<file path="src/rtl/audio_sample_sequencer_if.sv">
// Sample-rate handshake bundle between the sequencer, the audio_effects datapath
// and the downstream consumer of captured samples.
interface audio_sample_sequencer_if;
    logic        enable;
    logic [3:0]  control_in;
    logic [3:0]  control_out;
    logic        sample_end;
    logic        sample_req;
    logic [15:0] dut_audio;
    logic [15:0] audio_out;
    logic        audio_out_valid;
    logic        busy;
    logic        overrun;

    modport master (
        input  enable, control_in, dut_audio,
        output control_out, sample_end, sample_req, audio_out, audio_out_valid, busy, overrun
    );

    modport slave (
        output enable, control_in, dut_audio,
        input  control_out, sample_end, sample_req, audio_out, audio_out_valid, busy, overrun
    );
endinterface

</file>
<file path="src/rtl/audio_sample_sequencer.sv">
// Drives audio_effects once per audio sample: sample_end, a programmable gap, sample_req,
// then captures the result; control changes land on sample boundaries with a click-mute window.
module audio_sample_sequencer #(
    parameter int SAMPLE_DIV   = 2083,
    parameter int REQ_GAP      = 1,
    parameter int MUTE_SAMPLES = 4
) (
    input  logic                     clk,
    input  logic                     reset,
    audio_sample_sequencer_if.master bus
);

    localparam int DIV_W  = (SAMPLE_DIV > 1) ? $clog2(SAMPLE_DIV) : 1;
    localparam int GAP_W  = (REQ_GAP > 1) ? $clog2(REQ_GAP) : 1;
    localparam int MUTE_W = (MUTE_SAMPLES > 0) ? $clog2(MUTE_SAMPLES + 1) : 1;

    localparam logic [DIV_W-1:0]  DIV_LAST  = DIV_W'(SAMPLE_DIV - 1);
    localparam logic [GAP_W-1:0]  GAP_LOAD  = GAP_W'((REQ_GAP > 0) ? REQ_GAP - 1 : 0);
    localparam logic [MUTE_W-1:0] MUTE_LOAD = MUTE_W'(MUTE_SAMPLES);

    typedef enum logic [2:0] {
        S_IDLE, S_END, S_GAP, S_REQ, S_WAIT, S_CAP
    } state_e;

    state_e             state_q, state_d;
    logic [DIV_W-1:0]   div_q, div_d;
    logic [GAP_W-1:0]   gap_q, gap_d;
    logic [MUTE_W-1:0]  mute_q, mute_d;
    logic [3:0]         control_q, control_d;
    logic [15:0]        audio_q, audio_d;
    logic               sample_end_q, sample_end_d;
    logic               sample_req_q, sample_req_d;
    logic               valid_q, valid_d;
    logic               busy_q, busy_d;
    logic               overrun_q, overrun_d;
    logic               tick;

    // Divider is parked at zero while disabled so the first enabled cycle ticks.
    always_comb begin
        tick = bus.enable && (div_q == '0);
        if (!bus.enable || div_q == DIV_LAST) div_d = '0;
        else                                  div_d = div_q + 1'b1;
    end

    // NOTE: every signal assigned in always_comb gets a default first, so no latch is inferred.
    always_comb begin
        state_d = state_q;
        gap_d   = gap_q;
        unique case (state_q)
            S_IDLE: if (tick) state_d = S_END;
            S_END: begin
                if (REQ_GAP > 0) begin
                    state_d = S_GAP;
                    gap_d   = GAP_LOAD;
                end else begin
                    state_d = S_REQ;
                end
            end
            S_GAP: begin
                if (gap_q == '0) state_d = S_REQ;
                else             gap_d   = gap_q - 1'b1;
            end
            S_REQ:   state_d = S_WAIT;
            S_WAIT:  state_d = S_CAP;
            S_CAP:   state_d = S_IDLE;
            default: state_d = S_IDLE;
        endcase
    end

    // Pulses are decoded from the next state so they leave the flops aligned with the state.
    always_comb begin
        control_d    = control_q;
        mute_d       = mute_q;
        audio_d      = audio_q;
        overrun_d    = overrun_q | (tick && state_q != S_IDLE);
        sample_end_d = (state_d == S_END);
        sample_req_d = (state_d == S_REQ);
        valid_d      = (state_d == S_CAP);
        busy_d       = (state_d != S_IDLE);

        if (state_q == S_IDLE && tick && bus.control_in != control_q) begin
            control_d = bus.control_in;
            mute_d    = MUTE_LOAD;
        end

        if (state_q == S_WAIT) begin
            audio_d = (mute_q != '0) ? 16'h0000 : bus.dut_audio;
            if (mute_q != '0) mute_d = mute_q - 1'b1;
        end
    end

    // NOTE: state registers use non-blocking assignments so all flops update from pre-edge values.
    always_ff @(posedge clk) begin
        if (reset) begin
            state_q      <= S_IDLE;
            div_q        <= '0;
            gap_q        <= '0;
            mute_q       <= '0;
            control_q    <= '0;
            audio_q      <= '0;
            sample_end_q <= 1'b0;
            sample_req_q <= 1'b0;
            valid_q      <= 1'b0;
            busy_q       <= 1'b0;
            overrun_q    <= 1'b0;
        end else begin
            state_q      <= state_d;
            div_q        <= div_d;
            gap_q        <= gap_d;
            mute_q       <= mute_d;
            control_q    <= control_d;
            audio_q      <= audio_d;
            sample_end_q <= sample_end_d;
            sample_req_q <= sample_req_d;
            valid_q      <= valid_d;
            busy_q       <= busy_d;
            overrun_q    <= overrun_d;
        end
    end

    assign bus.control_out     = control_q;
    assign bus.sample_end      = sample_end_q;
    assign bus.sample_req      = sample_req_q;
    assign bus.audio_out       = audio_q;
    assign bus.audio_out_valid = valid_q;
    assign bus.busy            = busy_q;
    assign bus.overrun         = overrun_q;

endmodule

</file>
<file path="src/flat_wrapper.sv">
// flat-port wrapper written by rule: the top's interface ports become plain ports
module audio_sample_sequencer_flat 
#(
    parameter int SAMPLE_DIV   = 2083,
    parameter int REQ_GAP      = 1,
    parameter int MUTE_SAMPLES = 4
)
  (clk, reset, bus_enable, bus_control_in, bus_dut_audio, bus_control_out, bus_sample_end, bus_sample_req, bus_audio_out, bus_audio_out_valid, bus_busy, bus_overrun);
  audio_sample_sequencer_if bus_i ();
  input  logic clk;
  input  logic reset;
  input wire logic [$bits(bus_i.enable)-1:0] bus_enable;
  input wire logic [$bits(bus_i.control_in)-1:0] bus_control_in;
  input wire logic [$bits(bus_i.dut_audio)-1:0] bus_dut_audio;
  output wire logic [$bits(bus_i.control_out)-1:0] bus_control_out;
  output wire logic [$bits(bus_i.sample_end)-1:0] bus_sample_end;
  output wire logic [$bits(bus_i.sample_req)-1:0] bus_sample_req;
  output wire logic [$bits(bus_i.audio_out)-1:0] bus_audio_out;
  output wire logic [$bits(bus_i.audio_out_valid)-1:0] bus_audio_out_valid;
  output wire logic [$bits(bus_i.busy)-1:0] bus_busy;
  output wire logic [$bits(bus_i.overrun)-1:0] bus_overrun;
  assign bus_i.enable = bus_enable;
  assign bus_i.control_in = bus_control_in;
  assign bus_i.dut_audio = bus_dut_audio;
  assign bus_control_out = bus_i.control_out;
  assign bus_sample_end = bus_i.sample_end;
  assign bus_sample_req = bus_i.sample_req;
  assign bus_audio_out = bus_i.audio_out;
  assign bus_audio_out_valid = bus_i.audio_out_valid;
  assign bus_busy = bus_i.busy;
  assign bus_overrun = bus_i.overrun;
  audio_sample_sequencer #(.SAMPLE_DIV(SAMPLE_DIV), .REQ_GAP(REQ_GAP), .MUTE_SAMPLES(MUTE_SAMPLES)) u_core (.clk(clk), .reset(reset), .bus(bus_i));
endmodule
</file>
<file path="config.mk">
export PLATFORM = sky130hd
export DESIGN_NAME = audio_sample_sequencer_flat
export DESIGN_NICKNAME = d
export VERILOG_FILES = /design/src/rtl/audio_sample_sequencer_if.sv /design/src/rtl/audio_sample_sequencer.sv /design/src/flat_wrapper.sv
export SDC_FILE = /design/constraint.sdc
export NUM_CORES = 1
export LEC_CHECK = 0
export BUFFER_PORTS_ARGS = -buffer_cell sky130_fd_sc_hd__buf_2
export CAP_MARGIN = 30
export CORE_ASPECT_RATIO = 1.1
export CORE_UTILIZATION = 58
export CTS_BUF_LIST = sky130_fd_sc_hd__clkbuf_4 sky130_fd_sc_hd__clkbuf_8
export DETAILED_ROUTE_END_ITERATION = 6
export GPL_ROUTABILITY_DRIVEN = 0
export GPL_TIMING_DRIVEN = 0
export PLACE_DENSITY = 0.85
export RECOVER_POWER = 25
export SLEW_MARGIN = 40
export SYNTH_ARGS = -nofsm -noshare
export SYNTH_HDL_FRONTEND = slang
export SYNTH_SLANG_ARGS = --single-unit
</file>
<file path="constraint.sdc">
create_clock -name clk -period 3.15 [get_ports clk]
set_input_delay 0.63 -clock clk [delete_from_list [all_inputs] [get_ports clk]]
set_output_delay 0.63 -clock clk [all_outputs]
set_load 0.02 [all_outputs]
</file>
## Word level (Yosys, flattened, before mapping)

Cells that the tools add are included.

- Muxes and demuxes: 9
- Equal/unequal tests: 9
- Add/subtract/negate cells: 3
- Reductions and logical operators: 13
- Bitwise logic cells: 1

Operators with widths:

| kind | count |
|---|---|
| $mux 16 | 1 |
| $mux 3 | 5 |
| $pmux 3 s5 | 1 |
| $add 12x1->12 const B | 1 |
| $eq 12x12->1 const B | 1 |
| $logic_not 12->1 | 1 |
| $eq 3x2->1 const B | 3 |
| $reduce_bool 3->1 | 3 |
| $eq 3x1->1 const B | 2 |
| $eq 3x3->1 const B | 2 |
| $logic_and 1x1->1 | 4 |
| $ne 4x4->1 | 1 |
| $logic_not 3->1 | 1 |
| $sub 3x1->3 const B | 1 |
| $pmux 1 s2 | 1 |
| $reduce_bool 2->1 | 1 |
| $reduce_or 2->1 | 1 |
| $logic_not 1->1 | 1 |
| $logic_or 1x1->1 | 1 |
| $mux 1 | 1 |
| $or 1x1->1 | 1 |
| $sub 1x1->1 const B | 1 |

- Register bits: 44
- Logic and storage cells: 46
- Input bits: 23

## Longest topological paths before layout

Gate-level depths: netlist (run 1).

- Depth after elaboration: 7
- Depth in mapped cells: 6
- Mapped depth without buffers: 6

## Least setup slack after synthesis (run 1)

No wires, ideal clock.

- Path type: input to register
- From: input port bus_enable
- To: register u_core.control_q[1] (netlist: u_core.bus.control_out[1])
- Path buffers: 0
- Setup slack: 1.494 ns
- Library setup time: 0.070 ns
- Stages: 4
- Data arrival time: 1.586 ns
- Path through: or4bb_1 -> nor4_4 -> nand3_1 -> a21oi_1

- Cells in the longest elaborated chain, start to end: 3

Ends and longest elaborated chain:

| item | RTL line | source |
|---|---|---|
| start: declaration | flat_wrapper.sv:12 | `input wire logic [$bits(bus_i.enable)-1:0] bus_enable;` |
| $logic_and 1x1->1 | audio_sample_sequencer.sv:40 | `tick = bus.enable && (div_q == '0);` |
| $logic_and 1x1->1 (2 in series) | audio_sample_sequencer.sv:81 | `if (state_q == S_IDLE && tick && bus.control_in != control_q) begin` |
| end signal: assignment | audio_sample_sequencer.sv:111 | `control_q <= control_d;` |
| end: declaration | audio_sample_sequencer.sv:29 | `logic [3:0] control_q, control_d;` |

Every way passes these cells.
A chain may end at the register's enable or synchronous reset.

## Worst setup path in the final report (run 1)

- From: register u_core.state_q[1]
- To: register u_core.audio_q[8] (netlist: u_core.bus.audio_out[8])

- Cells in the longest elaborated chain, start to end: 1

Ends and longest elaborated chain:

| item | RTL line | source |
|---|---|---|
| start: declaration | audio_sample_sequencer.sv:25 | `state_e state_q, state_d;` |
| start signal: assignment | audio_sample_sequencer.sv:107 | `state_q <= state_d;` |
| $eq 3x3->1 | audio_sample_sequencer.sv:86 | `if (state_q == S_WAIT) begin` |
| end signal: assignment | audio_sample_sequencer.sv:112 | `audio_q <= audio_d;` |
| end: declaration | audio_sample_sequencer.sv:30 | `logic [15:0] audio_q, audio_d;` |

Every way passes these cells.

==> metrics, run 1 <==
Worst-Margin Slew=0.449 ns; Syn-to-layout area delta=19.1%; WS Path Type=flip-flop to flip-flop; initial detailed-routing violation count=36; layout cells sized above 1=23.9%; WL per Instance=13.5 um; highest metal used=met4; Worst Setup Start Kind=flip-flop; # Post-CTS Setup Buffers=0; minimum clock period=1.77 ns; vias in the first global route=1384; n_diodes=0; clk_lat worst skew=0.35 ns; Top FF cell, synth=dfxtp_1; DRC Markers=0; DP HPWL=2590 um; count of final setup violators=0; top cells by area, synth=dfxtp_1, a22o_1, nor2_1, xor2_1, ha_1; area leader, netlist=dfxtp_1; Post-DRT Antenna Nets=0; most frequent CP cell=clkbuf_1; total power draw=1.22 mW; Post-synth EDFFs=0; part of the power in combinational logic=approximately 21%; drt pass-1 iters=4; Critical Path RT=about 3.4 ns; post-route setup TNS=0 ns; grt ovf=0; via/cell ratio=approximately 5.7; Max VDD drop=0.447 mV; Post-Synthesis Cells=~170; Met1 Wirelength=1450 um; Total GRT Usage=24.8%; Max Cap Violations=0; drt total wl=3490 um; Total Nets Final=253; Max clock buf depth=2; RSZ-0062 raised after global routing=no; first-pass GRT wire length=5850 um; Buf+Inv Stages, Crit Path=2; CORE AREA=between 2000 and 3000 um2; clock root cell=clkbuf_4; fin area=2110 um2; Top delay family on crit path=simple AND/OR/NAND/NOR gates; Via Count=1467; Layout Cells excl Fill=259; dpl cells=251; largest net degree at the start of global routing=14; clock-pin slew on the worst setup and hold paths=0.12 ns; number of synthesis warnings=0; Sw Pwr=between 300 and 400 uW; Pint=877 uW; Tightest Hold Check Type=primary input to flip-flop; Post-Synthesis Cell Area=between 1500 and 2000 um2; Sw Share=28.2%; Die Y=60.0 um; Leakage=0.874 nW; Slew HR=70.0%; Sink Count=43; sequential area share after synthesis=48.5%; Hold Vio Cnt, Final=0; Seq pwr share=49.8%; Pwr Density=578 nW/um2; CTS H-tree lvls=2; DR WL met3=~180 um; Clock power frac=29.5%; Slowest-stage cell, CP=nor3b_1; Final Max Tran Viols=0; port buffer count=46; WHS=0.480 ns; die width=about 55 um; Rows=20; DP Area=2050 um2; Starting Density=62.7%; Async SR Flop Fraction=0%; initial antenna violation count=0; CP endpoint kind=flip-flop; Post-CTS Hold Buffers=0; CTS tree=done; DIE AREA=roughly 3300 um2; Num CTS Buffers=5; CP max stage delay=0.43 ns; Syn Area/Cell=10.3 um2; Ports=48; met2 wire len=~1800 um; Cell variety after synth=39; Clock Skew=approximately 0.0054 ns; critical path arrival=2.02 ns; worst path cell trace=clkbuf_1 > nor3b_1 > nor2_1 > clkbuf_1 > a22o_1; Max FO, Critical Path=10; flops & latches, synth=43; syn nets=200; period utilisation layout=between 50% and 60%; post-cts sizing count=0; status=completed; top-area cell type share of the netlist area=48.5%; Max Freq=~570 MHz
==> per-stage QoR <==
stage | setup WS, ns | util [%]
final | 1.38 | 74.7
after global routing | 1.19 | 74.7
after CTS | 1.43 | 75.4
after detailed placement | 1.26 | 72.3
after global placement | 1.30 | 72.3
after floorplan | 1.49 | -
==> path summary, 6_finish.rpt <==
check,from,endpoint,slack (ns),cells past startpoint
hold / removal,bus_dut_audio[9],u_core.bus.audio_out[9],0.48,2
setup / recovery,u_core.state_q[1],u_core.bus.audio_out[8],1.38,5
setup reg to reg,u_core.state_q[1],u_core.bus.audio_out[8],1.38,5
hold reg to reg,u_core.div_q[0],u_core.div_q[0],0.49,1
==> cell type report <==
class / instances / area, um2
buffer: 7 / 53.8
clock buffer: 6 / 51.3
clock inverter: 2 / 35.0
fill: 218 / 714
inverter: 6 / 22.5
multi-input combinational: 116 / 833
sequential: 43 / 861
tap: 33 / 41.3
timing repair buffer: 46 / 215
==> cells in the mapped netlist, types with 2 or more instances <==
master    count
o21ai_0       4
or4_4         2
a21oi_1       7
nor4_1        3
xnor2_1       7
xor2_1        8
nand4_1       5
clkbuf_2      2
buf_6         3
a22o_1       16
nand3_1       9
ha_1          5
and4_1        2
nand2_1       7
nor2_1       19
inv_1         6
dfxtp_1      43
nor3_1        3
==> state kept, by name, indices dropped and copies added, names as in the netlist <==
register / cells
u_core.bus.audio_out_valid: 1
u_core.bus.sample_end: 1
u_core.bus.busy: 1
u_core.div_q: 12
u_core.bus.sample_req: 1
u_core.mute_q: 3
u_core.bus.control_out: 4
u_core.bus.overrun: 1
u_core.bus.audio_out: 16
u_core.state_q: 3
==> cell usage in the layout (no fill, tap or decap), types with 6 or more instances in the layout <==
cell	instances
inv_1	6
xnor2_1	7
nand3_1	9
dfxtp_1	43
buf_2	34
clkbuf_1	14
a22o_1	16
xor2_1	8
nor2_1	19
a21oi_1	7
nand2_1	7
==> power by group through the flow <==
| stage | clock [mW] | sequential [mW] | combinational, mW |
|---|---|---|---|
| final | 0.360 | 0.607 | 0.253 |
| after global routing | 0.389 | 0.615 | 0.281 |
| after global placement | 0 | 0.617 | 0.248 |
| after CTS | 0.363 | 0.607 | 0.260 |
| after detailed placement | 0 | 0.619 | 0.258 |
| after floorplan | 0 | 0.650 | 0.156 |
==> worst register-to-register path, cell delays in order, from the launching register on <==
cell and delay (ns):
dfxtp_1 0.32, clkbuf_1 0.17, nor3b_1 0.43, nor2_1 0.22
clkbuf_1 0.26, a22o_1 0.28
==> routing by layer <==
metal | vias up | global-route usage (%)
met3 | 7 | 6.11
met5 | - | 0
met1 | 686 | 28.5
met2 | 42 | 42.3
li1 | 732 | -
met4 | 0 | 10.3
==> cells by family after synthesis <==
| group | Yosys count | synth area share (%) |
|---|---|---|
| and+or+nand+nor | 64 | 21.9 |
| buffers and inverters | 13 | 4.37 |
| DFF | 43 | 48.5 |
| AOI/OAI and AO/OA | 32 | 14.3 |
| adders and majority gates | 5 | 3.53 |
| xor gates and xnor gates | 15 | 7.41 |
No activity file was read; power rests on OpenSTA's default activity.
==> run 2, diff against run 1 <==
--- a/config.mk
+++ b/config.mk
@@ -5,15 +5,16 @@
 export SDC_FILE = /design/constraint.sdc
 export NUM_CORES = 1
 export LEC_CHECK = 0
+export ABC_AREA = 1
 export BUFFER_PORTS_ARGS = -buffer_cell sky130_fd_sc_hd__buf_2
 export CAP_MARGIN = 30
 export CORE_ASPECT_RATIO = 1.1
-export CORE_UTILIZATION = 58
+export CORE_UTILIZATION = 54
 export CTS_BUF_LIST = sky130_fd_sc_hd__clkbuf_4 sky130_fd_sc_hd__clkbuf_8
 export DETAILED_ROUTE_END_ITERATION = 6
 export GPL_ROUTABILITY_DRIVEN = 0
 export GPL_TIMING_DRIVEN = 0
-export PLACE_DENSITY = 0.85
+export PLACE_DENSITY = 0.79
 export RECOVER_POWER = 25
 export SLEW_MARGIN = 40
 export SYNTH_ARGS = -nofsm -noshare
==> constraint.sdc (replaced) <==
create_clock -name clk -period 1.65 [get_ports clk]
set_input_delay 0.33 -clock clk [delete_from_list [all_inputs] [get_ports clk]]
set_output_delay 0.33 -clock clk [all_outputs]
set_load 0.02 [all_outputs]
==> metrics, run 2 <==
top-area cell type share of the netlist area=45.7% (was 48.5%); post-route setup TNS=0 ns (unchanged); count of final setup violators=0 (unchanged); Worst-Margin Slew=0.443 ns (was 0.449 ns); Syn-to-layout area delta=18.1% (was 19.1%); clock-pin slew on the worst setup and hold paths=0.14 ns (was 0.12 ns); die width=58.3 um (was 54.7 um); Post-Synthesis Cell Area=1880 um2 (was 1770 um2); CTS H-tree lvls=2 (unchanged); DRC Markers=0 (unchanged); Max Cap Violations=0 (unchanged); port buffer count=47 (was 46); Critical Path RT=1.92 ns (was 3.40 ns); Max clock buf depth=2 (unchanged); Post-Synthesis Cells=247 (was 172); DP HPWL=2720 um (was 2590 um); RSZ-0062 raised after global routing=no (unchanged); minimum clock period=1.46 ns (was 1.77 ns); Cell variety after synth=30 (was 39); Tightest Hold Check Type=primary input to flip-flop (unchanged); fin area=2220 um2 (was 2110 um2); most frequent cell after synthesis=nand2_1 (was dfxtp_1); first-pass GRT wire length=6260 um (was 5850 um); Worst Setup Start Kind=flip-flop (unchanged); via/cell ratio=4.84 (was 5.66); sequential area share after synthesis=45.7% (was 48.5%); Die Y=63.9 um (was 60.0 um); Leakage=1.07 nW (was 0.874 nW); Hold Vio Cnt, Final=0 (unchanged); Max VDD drop=0.575 mV (was 0.447 mV); Rows=22 (was 20); Post-DRT Antenna Nets=0 (unchanged); Clock Skew=0.0170 ns (was 0.00541 ns); layout cells sized above 1=23.2% (was 23.9%); Total Nets Final=329 (was 253); Fillers=308 (was 218); vias in the first global route=1546 (was 1384); Starting Density=56.5% (was 62.7%); Num CTS Buffers=5 (unchanged); CP max stage delay=0.35 ns (was 0.43 ns); flops & latches, synth=43 (unchanged); DIE AREA=3730 um2 (was 3280 um2); Sink Count=43 (unchanged); Pwr Density=910 nW/um2 (was 578 nW/um2); clock root cell=clkbuf_4 (unchanged); CTS tree=done (unchanged); Ports=48 (unchanged); commonest non-fill, non-tap cell in the layout=nand2_1 (was dfxtp_1); drt total wl=3620 um (was 3490 um); drt pass-1 iters=4 (unchanged); status=completed (unchanged); number of synthesis warnings=0 (unchanged); Post-CTS Hold Buffers=0 (unchanged); post-cts sizing count=0 (unchanged); most frequent CP cell=nor2_1 (was clkbuf_1); area leader, netlist=dfxtp_1 (unchanged); Max FO, Critical Path=7 (was 10); WS Path Type=flip-flop to flip-flop (unchanged); clk_lat worst skew=0.37 ns (was 0.35 ns); Max Freq=683 MHz (was 565 MHz); DP Area=2180 um2 (was 2050 um2); CP endpoint kind=flip-flop (unchanged); Async SR Flop Fraction=0% (unchanged); Total GRT Usage=21.9% (was 24.8%); largest net degree at the start of global routing=16 (was 14); Top FF cell, synth=dfxtp_1 (unchanged); n_diodes=0 (unchanged); initial antenna violation count=0 (unchanged); # Post-CTS Setup Buffers=0 (unchanged); period utilisation layout=88.7% (was 56.2%); most frequent cells in the layout=nand2_1, buf_2, dfxtp_1 (was dfxtp_1, buf_2, nor2_1); Sequential Area=861 um2 (unchanged); Multi-input gate area=877 um2 (was 833 um2); WL per Instance=10.3 um (was 13.5 um); worst path cell trace=nor2_1 > inv_1 > nor2_2 > nand3_4 > o21ai_0 > nor2_1 (was clkbuf_1 > nor3b_1 > nor2_1 > clkbuf_1 > a22o_1); Syn Area/Cell=7.62 um2 (was 10.3 um2); initial detailed-routing violation count=40 (was 36); syn nets=275 (was 200); Slew HR=70.5% (was 70.0%); Via Count=1694 (was 1467); critical path arrival=1.73 ns (was 2.02 ns); top cells by area, synth=dfxtp_1, nand3_1, nand2_1, inv_1, nor2_1 (was dfxtp_1, a22o_1, nor2_1, xor2_1, ha_1); Post-synth top cells=nand2_1, dfxtp_1, nand3_1 (was dfxtp_1, nor2_1, a22o_1); Post-synth EDFFs=0 (unchanged); max reg flops=16 (unchanged); Final Max Tran Viols=0 (unchanged); CORE AREA=3330 um2 (was 2830 um2); Slowest-stage cell, CP=dfxtp_1 (was nor3b_1); grt ovf=0 (unchanged)
## run 2: power by group
part | switching [mW] | internal [mW]
clock network | 0.368 | 0.171
registers | 0.0370 | 1.10
logic | 0.237 | 0.117
## run 2: kinds of logic after synthesis
| kind of cell | Yosys count | synth area share [%] |
|---|---|---|
| AOI/OAI and AO/OA | 21 | 6.05 |
| xor gates and xnor gates | 2 | 0.930 |
| adders and majority gates | 5 | 3.32 |
| buffers and inverters | 35 | 7.31 |
| DFF | 43 | 45.7 |
| and+or+nand+nor | 141 | 36.7 |
## run 2: layout make-up
cell class	instances	share of cell area [%]
multi-input combinational	169	39.4
sequential	43	38.7
timing repair buffer	47	10.2
inverter	29	4.89
tap	48	2.70
clock buffer	5	1.69
buffer	6	1.29
clock inverter	3	1.07
## run 2: metrics by stage
step           std cells  util [%]  hold slack (ns)  setup WS, ns  power [mW]
2_1_floorplan        247         -            0.399         0.382        1.41
3_3_place_gp         342      65.4            0.446         0.247        1.52
3_5_place_dp         342      65.4            0.446         0.223        1.53
4_1_cts              350      67.2            0.154         0.207        2.06
5_1_grt              350      66.8            0.149      0.000956        2.14
6_report             350      66.8            0.163         0.187        2.02
## run 2: worst max-delay path: cells and delay by family (launching register included)
| kind | cells | cell delay, ns |
|---|---|---|
| and+or+nand+nor | 4 | 0.76 |
| AOI/OAI and AO/OA | 1 | 0.18 |
| buffers and inverters | 1 | 0.09 |
| DFF | 1 | 0.35 |
## run 2: worst paths after layout
| path | from | endpoint | slack (ns) | cells after the start |
|---|---|---|---|---|
| worst min-delay path | bus_dut_audio[5] | u_core.bus.audio_out[5] | 0.16 | 3 |
| worst max register to register | u_core.state_q[0] | u_core.bus.control_out[1] | 0.19 | 6 |
| worst max-delay path | u_core.state_q[0] | u_core.bus.control_out[1] | 0.19 | 6 |
| worst min register to register | u_core.state_q[0] | u_core.bus.sample_req | 0.47 | 1 |
## run 2: layer usage
layer  global-route usage (%)  wire [um]  share of wire (%)  vias to the layer above
met5                        0          0                  0                        -
met4                     9.23         88                2.4                        0
met3                     7.09        123                3.4                        8
met2                     37.5       1750                 48                       24
met1                     24.6       1660                 46                      748
li1                         -          -                  -                      914
